--- config.mk ---
export PLATFORM = sky130hd
export DESIGN_NAME = guard_reset_ctrl
export DESIGN_NICKNAME = d
export VERILOG_FILES = /design/src/rtl/guard_reset_ctrl_pkg.sv /design/src/rtl/guard_cycle_counter.sv /design/src/rtl/guard_reset_ctrl.sv
export SDC_FILE = /design/constraint.sdc
export NUM_CORES = 1
export LEC_CHECK = 0
export BUFFER_PORTS_ARGS = -buffer_cell sky130_fd_sc_hd__buf_2
export CORE_MARGIN = 2
export CORE_UTILIZATION = 50
export CTS_CLUSTER_SIZE = 12
export DETAILED_ROUTE_END_ITERATION = 6
export PLACE_DENSITY = 0.72
export SLEW_MARGIN = 20
export SYNTH_ARGS = -nofsm -noshare
export SYNTH_HDL_FRONTEND = slang
export SYNTH_SLANG_ARGS = --single-unit
export TNS_END_PERCENT = 100
--- constraint.sdc ---
create_clock -name clk_i -period 4.83 [get_ports clk_i]
set_input_delay 1.449 -clock clk_i [delete_from_list [all_inputs] [get_ports clk_i]]
set_output_delay 1.449 -clock clk_i [all_outputs]
set_load 0.005 [all_outputs]
--- src/rtl/guard_reset_ctrl_pkg.sv ---
// guard_reset_ctrl_pkg: shared types for the guard reset recovery sequencer.
// Holds the sequencer state encoding, the cause bit positions and a small
// helper that packs the two guard requests into a cause vector.
package guard_reset_ctrl_pkg;

  // Recovery sequence phases, IDLE first so the reset encoding is all-zero.
  typedef enum logic [2:0] {
    IDLE    = 3'd0,
    ISOLATE = 3'd1,
    RESET   = 3'd2,
    SETTLE  = 3'd3,
    CLEAR   = 3'd4
  } guard_rst_state_e;

  // Bit positions inside the sticky cause vector.
  localparam int CauseRd = 0;
  localparam int CauseWr = 1;

  // Pack the read/write guard requests into cause-vector layout.
  function automatic logic [1:0] cause_bits(input logic rd, input logic wr);
    logic [1:0] bits;
    bits          = 2'b00;
    bits[CauseRd] = rd;
    bits[CauseWr] = wr;
    return bits;
  endfunction

endpackage

--- src/rtl/guard_cycle_counter.sv ---
// guard_cycle_counter: loadable down-counter with a registered zero flag.
// One instance is time-shared by the drain, reset-hold and settle phases.
// Decrement requests at zero are ignored so the count never wraps.
module guard_cycle_counter #(
  parameter int Width = 8
) (
  input  logic             clk,
  input  logic             rst,
  input  logic             load,
  input  logic [Width-1:0] load_value,
  input  logic             dec,
  output logic             zero
);

  logic [Width-1:0] count_r;

  // Load has priority over decrement; the zero flag tracks the new count.
  always_ff @(posedge clk or posedge rst) begin
    if (rst) begin
      count_r <= {Width{1'b0}};
      zero    <= 1'b1;
    end else if (load) begin
      count_r <= load_value;
      zero    <= (load_value == {Width{1'b0}});
    end else if (dec && !zero) begin
      count_r <= count_r - Width'(1);
      zero    <= (count_r == Width'(1));
    end else begin
      count_r <= count_r;
      zero    <= zero;
    end
  end

endmodule

--- src/rtl/guard_reset_ctrl.sv ---
// guard_reset_ctrl: recovery sequencer shared by the AXI read/write guards.
// On a latched guard request it isolates the guarded port, waits for the
// in-flight handshakes to drain (bounded by DrainTimeout), holds the slave
// in reset, waits a settle time and returns a one-cycle reset_clear_o.
// Optional reset-event counter: define GUARD_RESET_CTRL_EVT_CNT_EN to add
// the evt_cnt_o port and its saturating counter.
module guard_reset_ctrl
  import guard_reset_ctrl_pkg::*;
#(
  parameter int CntWidth     = 8,
  parameter int DrainTimeout = 64,
  parameter int EvtCntWidth  = 8
) (
  input  logic                clk_i,
  input  logic                rst_i,
  input  logic                rd_reset_req_i,
  input  logic                wr_reset_req_i,
  input  logic                inflight_i,
  input  logic [CntWidth-1:0] rst_cycles_i,
  input  logic [CntWidth-1:0] settle_cycles_i,
  input  logic                irq_clear_i,
  output logic                isolate_o,
  output logic                slv_rst_o,
  output logic                reset_clear_o,
  output logic                busy_o,
  output logic [1:0]          cause_o,
  output logic                drain_timeout_o,
  output logic                irq_o
`ifdef GUARD_RESET_CTRL_EVT_CNT_EN
  ,
  output logic [EvtCntWidth-1:0] evt_cnt_o
`endif
);

  // The drain budget is loaded as DrainTimeout-1, so it must fit the counter.
  if ((DrainTimeout < 1) || (DrainTimeout > ((2 ** CntWidth) - 1))) begin : g_bad_drain_timeout
    $error("guard_reset_ctrl: DrainTimeout must be in 1 .. 2**CntWidth-1");
  end
  if (EvtCntWidth < 1) begin : g_bad_evt_width
    $error("guard_reset_ctrl: EvtCntWidth must be at least 1");
  end

  guard_rst_state_e    state_r;
  guard_rst_state_e    next_state_s;
  logic                req_s;
  logic [1:0]          new_cause_s;
  logic                start_s;
  logic                timeout_evt_s;
  logic                cnt_load_s;
  logic [CntWidth-1:0] cnt_load_val_s;
  logic                cnt_dec_s;
  logic                cnt_zero_s;
  logic [CntWidth-1:0] rst_len_m1_s;
  logic [CntWidth-1:0] settle_m1_s;

  // Request decode and phase lengths minus one for counter loading.
  always_comb begin
    req_s       = rd_reset_req_i | wr_reset_req_i;
    new_cause_s = cause_bits(rd_reset_req_i, wr_reset_req_i);
    if (rst_cycles_i == CntWidth'(0)) begin
      // A zero hold length still gives the slave one reset cycle.
      rst_len_m1_s = CntWidth'(0);
    end else begin
      rst_len_m1_s = rst_cycles_i - CntWidth'(1);
    end
    if (settle_cycles_i == CntWidth'(0)) begin
      settle_m1_s = CntWidth'(0);
    end else begin
      settle_m1_s = settle_cycles_i - CntWidth'(1);
    end
  end

  // Next-state selection and control of the shared phase counter.
  always_comb begin
    next_state_s   = state_r;
    start_s        = 1'b0;
    timeout_evt_s  = 1'b0;
    cnt_load_s     = 1'b0;
    cnt_load_val_s = CntWidth'(0);
    cnt_dec_s      = 1'b0;
    case (state_r)
      IDLE: begin
        if (req_s) begin
          next_state_s   = ISOLATE;
          start_s        = 1'b1;
          cnt_load_s     = 1'b1;
          cnt_load_val_s = CntWidth'(DrainTimeout - 1);
        end else begin
          next_state_s = IDLE;
        end
      end
      ISOLATE: begin
        if (!inflight_i) begin
          next_state_s   = RESET;
          cnt_load_s     = 1'b1;
          cnt_load_val_s = rst_len_m1_s;
        end else if (cnt_zero_s) begin
          // Drain budget exhausted: proceed anyway and flag it.
          next_state_s   = RESET;
          timeout_evt_s  = 1'b1;
          cnt_load_s     = 1'b1;
          cnt_load_val_s = rst_len_m1_s;
        end else begin
          cnt_dec_s = 1'b1;
        end
      end
      RESET: begin
        if (cnt_zero_s) begin
          if (settle_cycles_i == CntWidth'(0)) begin
            next_state_s = CLEAR;
          end else begin
            next_state_s   = SETTLE;
            cnt_load_s     = 1'b1;
            cnt_load_val_s = settle_m1_s;
          end
        end else begin
          cnt_dec_s = 1'b1;
        end
      end
      SETTLE: begin
        if (cnt_zero_s) begin
          next_state_s = CLEAR;
        end else begin
          cnt_dec_s = 1'b1;
        end
      end
      CLEAR: begin
        next_state_s = IDLE;
      end
      default: begin
        next_state_s = IDLE;
      end
    endcase
  end

  guard_cycle_counter #(
    .Width(CntWidth)
  ) u_cycle_counter (
    .clk       (clk_i),
    .rst       (rst_i),
    .load      (cnt_load_s),
    .load_value(cnt_load_val_s),
    .dec       (cnt_dec_s),
    .zero      (cnt_zero_s)
  );

  // State register with outputs registered from the next state; sticky
  // status bits let a same-cycle set event win over irq_clear_i.
  always_ff @(posedge clk_i or posedge rst_i) begin
    if (rst_i) begin
      state_r         <= IDLE;
      isolate_o       <= 1'b0;
      slv_rst_o       <= 1'b0;
      reset_clear_o   <= 1'b0;
      busy_o          <= 1'b0;
      cause_o         <= 2'b00;
      drain_timeout_o <= 1'b0;
      irq_o           <= 1'b0;
    end else begin
      state_r         <= next_state_s;
      isolate_o       <= (next_state_s != IDLE);
      slv_rst_o       <= (next_state_s == RESET);
      reset_clear_o   <= (next_state_s == CLEAR);
      busy_o          <= (next_state_s != IDLE);
      cause_o         <= (irq_clear_i ? 2'b00 : cause_o) | new_cause_s;
      drain_timeout_o <= timeout_evt_s | (drain_timeout_o & ~irq_clear_i);
      irq_o           <= start_s | (irq_o & ~irq_clear_i);
    end
  end

`ifdef GUARD_RESET_CTRL_EVT_CNT_EN
  // Count recovery sequence starts, holding at all-ones.
  always_ff @(posedge clk_i or posedge rst_i) begin
    if (rst_i) begin
      evt_cnt_o <= {EvtCntWidth{1'b0}};
    end else if (start_s && (evt_cnt_o != {EvtCntWidth{1'b1}})) begin
      evt_cnt_o <= evt_cnt_o + EvtCntWidth'(1);
    end else begin
      evt_cnt_o <= evt_cnt_o;
    end
  end
`endif

endmodule

==> qor.yml <==
outcome: "finished, final reports clean"
mostFrequentLayoutCell: "buf_2"
synth_nets: 184
synth_seq_cells: 19
required_ps: 5060
synthArstFlopShare: 1.00
slew-limit-headroom: 0.474
fp-row-count: 19
r2r_end: "u_cycle_counter.count_r[6]$_DFFE_PP0P_"
ant_nets: 0
synth.area.top_cells: "dfrtp_1, ha_1, xor2_1"
final_cell_mix: "buf_2, dfrtp_1, nor2_1"
postCtsHoldBufs: 0
clk_path_buf_depth: 2
ctsResizeCount: 0
critPathKind: "in2reg"
synth-edff-count: 0
worst-path-stages: 8
gr-total-overflow: 0
cp-end-kind: "register"
clk_latency_ps: 290
fp.dieH_um: 57.1
synth_cell_types: 52
drt_iter0_markers: 47
start_kind: "input pin"
yosysTopAreaCell: "dfrtp_1"
routed_via_density: 6.13
crit_family: "compound AO/OA/AOI/OAI gates"
grt_pass1_vias: 1256
cts_tree: "built"
yosys_warnings: 0
pin_count: 30
hold_viol: 0
cts_buffers: 3
start_util: 0.520
setup_tns_ps: 0
final_nets: 215
fillers: 252
setup-violations-final: 0
drt_pass1_iterations: 4
crit_fanout: 6
cts_root_buf: "clkbuf_4"
slowest_stage: "nor4b_1"
period_share: 0.626
area_growth_pct: 13.3
hold_path.class: "reg2reg"
postCtsSetupBuffers: 0
worst_pin_slew_ps: 782
drv_cap: 0
path_cells: "buf_2 > inv_1 > ha_1 > nor4b_1 > a21oi_1 > a221oi_1 > nand4_1 > o22ai_1"
fin_crit_ps: 3020
ir_drop_uv: 395
syn_inst: 157
fin_skew_ps: 3.74
grt_usage: 0.227
critPathArrivalTime_ps: 3250
powerDensity_mw_per_mm2: 510
drive_gt1_frac: 0.241
antenna_found_initial: 0
die_w_um: 57.1
rrSetupSlack_ps: 2910
htree_levels: 1
drc_errors: 0
synth_top_area_frac: 0.320
clkSinkCount: 19
grt_max_degree: 20
wl_per_cell_um: 16.1
slew_viol_final: 0
port_buffers: 29
r2r-start: "u_cycle_counter.zero$_DFFE_PP1P_"
ys.flop_type: "dfrtp_1"
syn_area_mm2: 0.00141
max_stage_delay_ps: 470
power.total_uw: 814
endpoint: "u_cycle_counter.zero$_DFFE_PP1P_"
globalplace.congestion: 0.862
worst-path-buf-inv: 2
rsz0062_at_grt: "false"
antenna_cells: 0
avgSynthCellArea_um2: 8.97
core-area_mm2: 0.00271
final_core_util: 0.589
p_leak_uw: 0.000724
routed_wl_mm: 3.50
cts.clk_slew.worst_paths_ps: 110
max_freq_mhz: 331
fp.dieArea_mm2: 0.00326
hpwl_mm: 2.75
grt_pass1_wl_mm: 5.80
yosysSeqAreaShare: 0.338
rr_worst_depth: 6
critical_path.startpoint: "rst_cycles_i[0]"
vias: 1336
-- flip-flops by register name (all words and copies together) (netlist names) --
signal and count:
irq_o 1, busy_o 1, drain_timeout_o 1, reset_clear_o 1, u_cycle_counter.count_r 8, u_cycle_counter.zero 1
slv_rst_o 1, state_r 3, cause_o 2
-- cell families after synthesis --
kind of cell | count (synthesis) | synth area share
AND/OR/NAND/NOR | 66 | 0.290
AO/OA/AOI/OAI | 41 | 0.209
flip-flops | 19 | 0.338
buffers and inverters | 15 | 0.0488
XOR/XNOR | 9 | 0.0560
adder cells (fa/ha/maj) | 5 | 0.0444
multiplexers | 2 | 0.0142
-- routing by layer --
metal / global-route usage / up-vias / share of wire
met5: 0 / - / 0
met4: 0.0797 / 0 / 0.014
met3: 0.0272 / 4 / 0.037
met2: 0.371 / 36 / 0.49
met1: 0.314 / 646 / 0.45
li1: - / 650 / -
-- metrics by stage --
step           setup slack, ps  area (µm²)  cells  hold WS (ps)
6_report                  1810        1600    218           486
4_1_cts                   1870        1600    218           490
3_5_place_dp              1560        1570    214           463
3_3_place_gp              1600        1570    214           461
2_1_floorplan             1930        1410    157           473
5_1_grt                   1640        1600    218           521
-- worst min-delay path by stage --
stage | startpoint | to | slack (ps) | cells past startpoint
final | cause_o[0]$_DFF_PP0_ | cause_o[0]$_DFF_PP0_ | 490 | 1
after global routing | irq_o$_DFF_PP0_ | irq_o$_DFF_PP0_ | 520 | 1
after global placement | cause_o[1]$_DFF_PP0_ | cause_o[1]$_DFF_PP0_ | 460 | 1
after detailed placement | cause_o[1]$_DFF_PP0_ | cause_o[1]$_DFF_PP0_ | 460 | 1
after floorplan | cause_o[0]$_DFF_PP0_ | cause_o[0]$_DFF_PP0_ | 470 | 1
after CTS | cause_o[1]$_DFF_PP0_ | cause_o[1]$_DFF_PP0_ | 490 | 1
-- layout make-up --
class / count / area [µm²] / area share
timing repair buffer: 29 / 145 / 0.0909
inverter: 12 / 45.0 / 0.0282
clock inverter: 1 / 5.00 / 0.00313
sequential: 19 / 477 / 0.299
clock buffer: 3 / 22.5 / 0.0141
tap: 31 / 38.8 / 0.0243
multi-input combinational: 123 / 863 / 0.541
-- where the power goes --
group          internal, µW  switching [µW]  leakage [µW]
Sequential              226            73.1      0.000226
Combinational           191             243      0.000480
Clock                  30.8            50.5     0.0000177
Total                   448             367      0.000724
-- synthesized netlist by cell type (2+ instances only) --
cell type and number:
nand3_1 7, or3_1 4, nor4b_1 2, nor3b_1 3, nand4_1 2, nor2_1 13
xor2_1 6, nand4b_1 3, xnor2_1 3, nand2b_1 2, mux2i_1 2, a21oi_1 9
nor2b_1 2, nor3_1 5, ha_1 5, inv_1 12, o21ai_0 3, a221oi_1 2
o211ai_1 2, o221ai_1 2, a21o_1 5, dfrtp_1 18, nand2_1 10, and4bb_2 2
nor4_1 4, a31oi_1 3
(Power assumes the default switching activity.)
